$ cat config.mk
export PLATFORM = sky130hd
export DESIGN_NAME = contador_param
export DESIGN_NICKNAME = d
export VERILOG_FILES = /design/src/rtl/contador_param.sv
export SDC_FILE = /design/constraint.sdc
export NUM_CORES = 1
export LEC_CHECK = 0
export CELL_PAD_IN_SITES_DETAIL_PLACEMENT = 0
export CELL_PAD_IN_SITES_GLOBAL_PLACEMENT = 2
export CORE_ASPECT_RATIO = 1.4
export CORE_MARGIN = 8
export CORE_UTILIZATION = 33
export CTS_CLUSTER_SIZE = 12
export DETAILED_ROUTE_END_ITERATION = 16
export PLACE_DENSITY_LB_ADDON = 0.1
export REMOVE_ABC_BUFFERS = 1
export SYNTH_ARGS = -nofsm -noshare
export SYNTH_HDL_FRONTEND = slang
export SYNTH_SLANG_ARGS = --single-unit
export TNS_END_PERCENT = 30
$ cat constraint.sdc
create_clock -name clk -period 1.49 [get_ports clk]
set_input_delay 0.298 -clock clk [delete_from_list [all_inputs] [get_ports clk]]
set_output_delay 0.298 -clock clk [all_outputs]
set_load 0.02 [all_outputs]
$ cat src/rtl/contador_param.sv
// rtl/contador_param.sv - per-channel push counter bank with 1-cycle indexed readback
// Optional CONTADOR_SATURATE_EN: counters saturate at 2**CW-1 instead of wrapping.
module contador_param #(
  parameter int N_CH = 5,
  parameter int CW   = 5,
  parameter int IDXW = 3
) (
  input  logic            clk,
  input  logic            reset_L,
  input  logic            en,
  input  logic [N_CH-1:0] push,
  input  logic            req,
  input  logic [IDXW-1:0] idx,
  output logic [CW-1:0]   data,
  output logic            valid,
  output logic            err
);

  typedef enum logic [1:0] {INIT, ACTIVE, HOLD} state_t;

  localparam logic [IDXW:0] NCH_W = (IDXW+1)'(N_CH);

  state_t          state, state_nxt;
  logic            count_en, serve;
  logic [CW-1:0]   cnt [N_CH];
  logic [CW-1:0]   rd_val;
  logic            idx_ok;

  always_ff @(posedge clk or negedge reset_L) begin
    if (!reset_L) state <= INIT;
    else          state <= state_nxt;
  end

  always_comb begin
    state_nxt = state;
    case (state)
      INIT:    state_nxt = en ? ACTIVE : HOLD;
      ACTIVE:  if (!en) state_nxt = HOLD;
      HOLD:    if (en)  state_nxt = ACTIVE;
      default: state_nxt = INIT;
    endcase
  end

  // Counting also requires en, so the cycle en drops never slips in a count.
  always_comb begin
    count_en = 1'b0;
    serve    = 1'b0;
    case (state)
      ACTIVE: begin
        count_en = en;
        serve    = req;
      end
      HOLD:    serve = req;
      default: ;
    endcase
  end

  always_comb begin
    rd_val = '0;
    for (int i = 0; i < N_CH; i++) begin
      if (idx == IDXW'(i)) rd_val = cnt[i];
    end
  end

  assign idx_ok = ({1'b0, idx} < NCH_W);

  always_ff @(posedge clk or negedge reset_L) begin
    if (!reset_L) begin
      for (int i = 0; i < N_CH; i++) cnt[i] <= '0;
    end else if (state == INIT) begin
      for (int i = 0; i < N_CH; i++) cnt[i] <= '0;
    end else if (count_en) begin
      for (int i = 0; i < N_CH; i++) begin
        if (push[i]) begin
`ifdef CONTADOR_SATURATE_EN
          if (cnt[i] != {CW{1'b1}}) cnt[i] <= cnt[i] + CW'(1);
`else
          cnt[i] <= cnt[i] + CW'(1);
`endif
        end
      end
    end
  end

  // Read returns the pre-increment value: rd_val comes from the registered counters.
  always_ff @(posedge clk or negedge reset_L) begin
    if (!reset_L) begin
      data  <= '0;
      valid <= 1'b0;
      err   <= 1'b0;
    end else if (serve) begin
      data  <= idx_ok ? rd_val : '0;
      valid <= 1'b1;
      err   <= ~idx_ok;
    end else begin
      valid <= 1'b0;
      err   <= 1'b0;
    end
  end

endmodule

* Word-level counts from Yosys, hierarchy flattened
Index checks and enable logic that the tools add are counted.
** Storage, ports and cells
- Bits in registers :: 34
- Bits of input ports :: 12
** Cells by class
- Add/subtract/negate cells :: 5
- Order comparisons :: 1
- Equal/unequal tests :: 8
- Reductions and logical operators :: 15
- Multiplexer cells :: 21
- Bitwise operators :: 1
** Operators with widths (count)
- 5-bit two-way mux :: 11
- 25-bit two-way mux :: 2
- 5-bit by 1-bit adder with 5-bit output (second input constant) :: 5
- 2-bit AND reduction :: 6
- 2-bit nonzero test :: 6
- 3-bit by 2-bit equality test with 1-bit output (second input constant) :: 2
- 2-bit two-way mux :: 3
- 2-bit one-hot mux with 3 select lines :: 1
- 1-bit two-way mux :: 4
- 2-bit != test (second input constant) :: 2
- 3-bit by 1-bit equality test with 1-bit output (second input constant) :: 1
- 3-bit equality test (second input constant) :: 1
- 3-bit zero test :: 1
- 3-bit < comparator (second input constant) :: 1
- 2-bit by 1-bit equality test with 1-bit output (second input constant) :: 1
- 2-bit equality test (second input constant) :: 1
- 2-bit zero test :: 1
- 2-bit OR reduction :: 1
- 1-bit inverter :: 1

* Logic depth before layout (Yosys ltp)
- Word-level depth :: 7
- Depth in mapped cells :: 7
- Gate-level depth less buffers :: 6

* Worst setup path after synthesis
OpenSTA, ideal clock, no wires.
- Path type :: reg2reg
- Start point :: register state[1]
- End point :: register cnt[18] (netlist bit)
- Data required time :: 1358 ps
- Clock period less this slack :: 1454 ps
- Path buffers :: 1
- Stages on the path, launching flop included :: 8
- Setup slack :: 36 ps
- Data arrival time :: 1322 ps
- Library setup time :: 132 ps
- Path through :: dfrtp_1 inv_1 ha_1 and3_1 buf_6 nand4_1 xor2_1 nor2_1
** Between the ends
- Cells in the longest elaborated chain, start to end :: 4
- Elaborated cells between the ends (all ways) :: 7
- Those cells by class :: eq/ne (1); mux (2); reduce/logical (4)
** Ends and longest elaborated chain
- start: declaration :: line 23 : state_t state, state_nxt;
- start signal: assignment :: line 31 : else state <= state_nxt;
- 2-bit by 1-bit equality test with 1-bit output :: line 48 : case (state)
- 1-bit two-way mux :: line 48
- 2-bit nonzero test (no source line)
- 2-bit AND reduction (no source line)
- end signal: indexed assignment :: line 78 : cnt[i] <= cnt[i] + CW'(1);
- end: declaration :: line 25 : logic [CW-1:0] cnt [N_CH];
Parallel ways exist; a longest one is shown, timed or not.
A chain may end at the register's enable or synchronous reset.

* Worst setup path after layout
- Start point :: register state[0]
- End point :: register state[1]
** Between the ends
- Cells in the longest elaborated chain, start to end :: 3
- Elaborated cells between the ends (all ways) :: 7
- Those cells by class :: eq/ne (4); mux (1); reduce/logical (2)
** Ends and longest elaborated chain
- 2-bit by 1-bit equality test with 1-bit output or 2-bit equality test (tied branches) :: line 36 : case (state)
- 2-bit != test (no source line)
- 2-bit AND reduction (no source line)
Parallel ways exist; a longest one is shown, timed or not.

==> metrics.md <==
| Metric | Value |
|---|---|
| First-pass GRT wire length | `7020 µm` |
| CP Launch Type | `flip-flop` |
| CTS tree | `built` |
| Post-route cell area | `~0.0023 mm²` |
| Layout cells sized above 1 | `21.4%` |
| Post-Syn Area | `0.00182 mm²` |
| Maximum clock path buffer count | `2` |
| H-tree depth | `2` |
| Routed WL | `roughly 4100 µm` |
| Worst-path clk slew | `0.09 ns` |
| Worst-skew pair later-pin latency | `0.29 ns` |
| Vias per cell | `4.77` |
| Commonest register cell after synthesis | `dfrtp_1` |
| Final setup vio count | `0` |
| Max Clk Rate | `approximately 700 MHz` |
| Design Power | `3.61 mW` |
| Crit-path slowest cell | `dfrtp_1` |
| Power per cell area | `~1600 mW/mm²` |
| Distinct cells, synth | `31` |
| Fin nets | `225` |
| Number of flops mapped to enable cells by yosys | `0` |
| Count of non-filler cells in the finished layout | `274` |
| Dpl hpwl | `2990 µm` |
| NetSw | `around 1.3 mW` |
| Via count | `~1300` |
| CTS hold repair buffers | `0` |
| Ports | `19` |
| Seq pwr share | `a little over a third` |
| P_int | `2.29 mW` |
| Slew at the pin closest to its max-slew limit | `approximately 0.38 ns` |
| Clock network fraction of design power | `23.7%` |
| Largest net degree at the start of global routing | `35` |
| Ant diodes | `0` |
| Die W | `78.8 µm` |
| Tcrit/Tclk final | `95.5%` |
| R2r setup slk | `0.07 ns` |
| Maximum vdd drop | `0.721 mV` |
| Cell mode on critical path | `buf_4` |
| Area contributors post-synth | `dfrtp_1, xor2_1, nor2_1` |
| CP max stage delay | `0.44 ns` |
| Post-DP Area | `0.00212 mm²` |
| Total Routing Usage GR | `10.8%` |
| Worst Setup End Kind | `flip-flop` |
| CTS buffer count | `5` |
| Mapped Cells | `175` |
| Hold WC Path Type | `in2async` |
| Synth-to-layout area growth | `27.5%` |
| Antenna violations before repair | `0` |
| Final worst path period need | `1.42 ns` |
| Inst Count DP | `roughly 260` |
| First-pass DRT Iterations | `4` |
| Top post-synthesis cells by count | `dfrtp_1, nor2_1, xor2_1` |
| Crit path max-delay family | `flip-flops` |
| Cell Rows | `32` |
| Relative slew margins | `74.8%` |
| Worst EP required | `roughly 1.7 ns` |
| Count of state elements after synthesis | `34` |
| Clock Sinks | `34` |
| WP buf/inv | `3` |
| Combinational Power Share | `41.0%` |
| Core footprint | `~0.0054 mm²` |
| Die area | `0.00818 mm²` |
| Leakage | `about 1.1 nW` |
| Register area share after synthesis | `46.8%` |
| Routability cong. | `between 0.7 and 0.8` |
| Final core occ | `42.9%` |
| Post-synth top area share | `between 40% and 50%` |
| DRC errors left | `0` |
| Slew Viols, Final | `0` |
| Setup Crit Path Kind | `reg2reg` |
| Fin. Hold Viols | `0` |
| RSZ-0062 raised after global routing | `true` |
| Max-cap check violation count | `0` |
| Fin Hold WS | `0.371 ns` |
| Most frequent cell after synthesis | `dfrtp_1` |
| CP cell instances | `inv_2, buf_4, ha_2, nor2_2, buf_4, a32oi_2, o31ai_1` |
| Mean post-synth cell area | `10.4 µm²` |
| Die Y-Extent | `104 µm` |
| Switching part of the total power | `a little over a third` |
| Worst clock skew | `about 0.014 ns` |
| CTS root buffer | `clkbuf_8` |
| Ys async rst share | `100%` |
| Synth area leader | `dfrtp_1` |
| Post-DRT Antenna Nets | `0` |
| Wire per inst | `between 15 and 20 µm` |
| IO buf count | `18` |
| Status | `finished clean` |
| Total gr overflow | `0` |
| YS warnings | `0` |
| Worst-path fanout max | `3` |
| Vias in the first global route | `1419` |
| Critical Path AT | `1.59 ns` |
| Initial Util | `33.7%` |
| Initial DRC Count | `55` |
[registers in the layout, indices dropped and copies added (netlist names)]
register / count
err: 1
state: 2
cnt: 25
valid: 1
data: 5
[layout make-up]
class	instances	area, µm²
fillers	553	3090
multi-input cells	127	945
flip-flops and latches	34	851
repair buffers	33	310
well taps	68	85.1
clock buffers	5	68.8
clock inverters	3	45.0
inverters	4	15.0
[power by group through the flow]
stage | Combinational, mW | Clock [mW] | Sequential, mW
after global routing | 1.66 | 0.925 | 1.30
after floorplan | 0.644 | 0 | 1.37
final | 1.48 | 0.857 | 1.28
after detailed placement | 1.33 | 0 | 1.29
after CTS | 1.32 | 0.880 | 1.27
after global placement | 1.30 | 0 | 1.28
[cell usage in the layout, fill, tap and decap left out, types with 3 or more instances in the layout]
master and instances:
nand2_1 7, o21a_1 3, dfrtp_1 34, nand4_1 10, a21oi_1 6, xnor2_1 5, xor2_1 15, o21ai_1 4
mux2i_1 9, buf_4 13, mux2_2 4, clkdlybuf4s50_1 9, and3_2 3, ha_1 5, dlygate4sd2_1 8, nor2_1 29
clkbuf_8 5
[per-stage QoR]
stage / setup TNS, ns / worst slack (ns)
final: 0 / 0.0676
after global routing: -0.0303 / -0.0222
after CTS: 0 / 0.0221
after detailed placement: -7.04 / -0.334
after global placement: -6.13 / -0.321
after floorplan: 0 / 0.0141
[routing by layer]
layer	GRT usage [%]	routed length (µm)
met1	12.5	1760
met2	18.4	2170
met3	3.11	128
met4	3.19	56
met5	0	0
[cell families (layout without fill, tap and decap cells)]
group / count (synthesis) / count (layout) / synth area share, %
AND/OR/NAND/NOR: 61 / 61 / 16.0
flip-flops: 34 / 34 / 46.8
AO/OA/AOI/OAI: 25 / 25 / 9.29
XOR/XNOR: 20 / 20 / 9.63
buffers and inverters: 14 / 45 / 5.36
multiplexers: 13 / 13 / 7.43
adder cells (fa/ha/maj): 8 / 8 / 5.50
[repair_timing]
action,CTS,global route
pin swaps,0,4
buffers inserted,0,3
resized for setup,16,14
setup endpoints to repair,33,12
[final timing paths]
check	start	endpoint	cells after the start
worst max register to register	state[0]$_DFFE_PN0P_	state[1]$_DFFE_PN0P_	7
max in group asynchronous	reset_L	cnt[1]$_DFFE_PN0P_	2
worst min register to register	data[3]$_DFFE_PN0P_	data[3]$_DFFE_PN0P_	2
worst min-delay path	reset_L	cnt[10]$_DFFE_PN0P_	2
min in group clk	data[3]$_DFFE_PN0P_	data[3]$_DFFE_PN0P_	2
worst max-delay path	state[0]$_DFFE_PN0P_	state[1]$_DFFE_PN0P_	7
No activity file was read; power rests on OpenSTA's default activity.
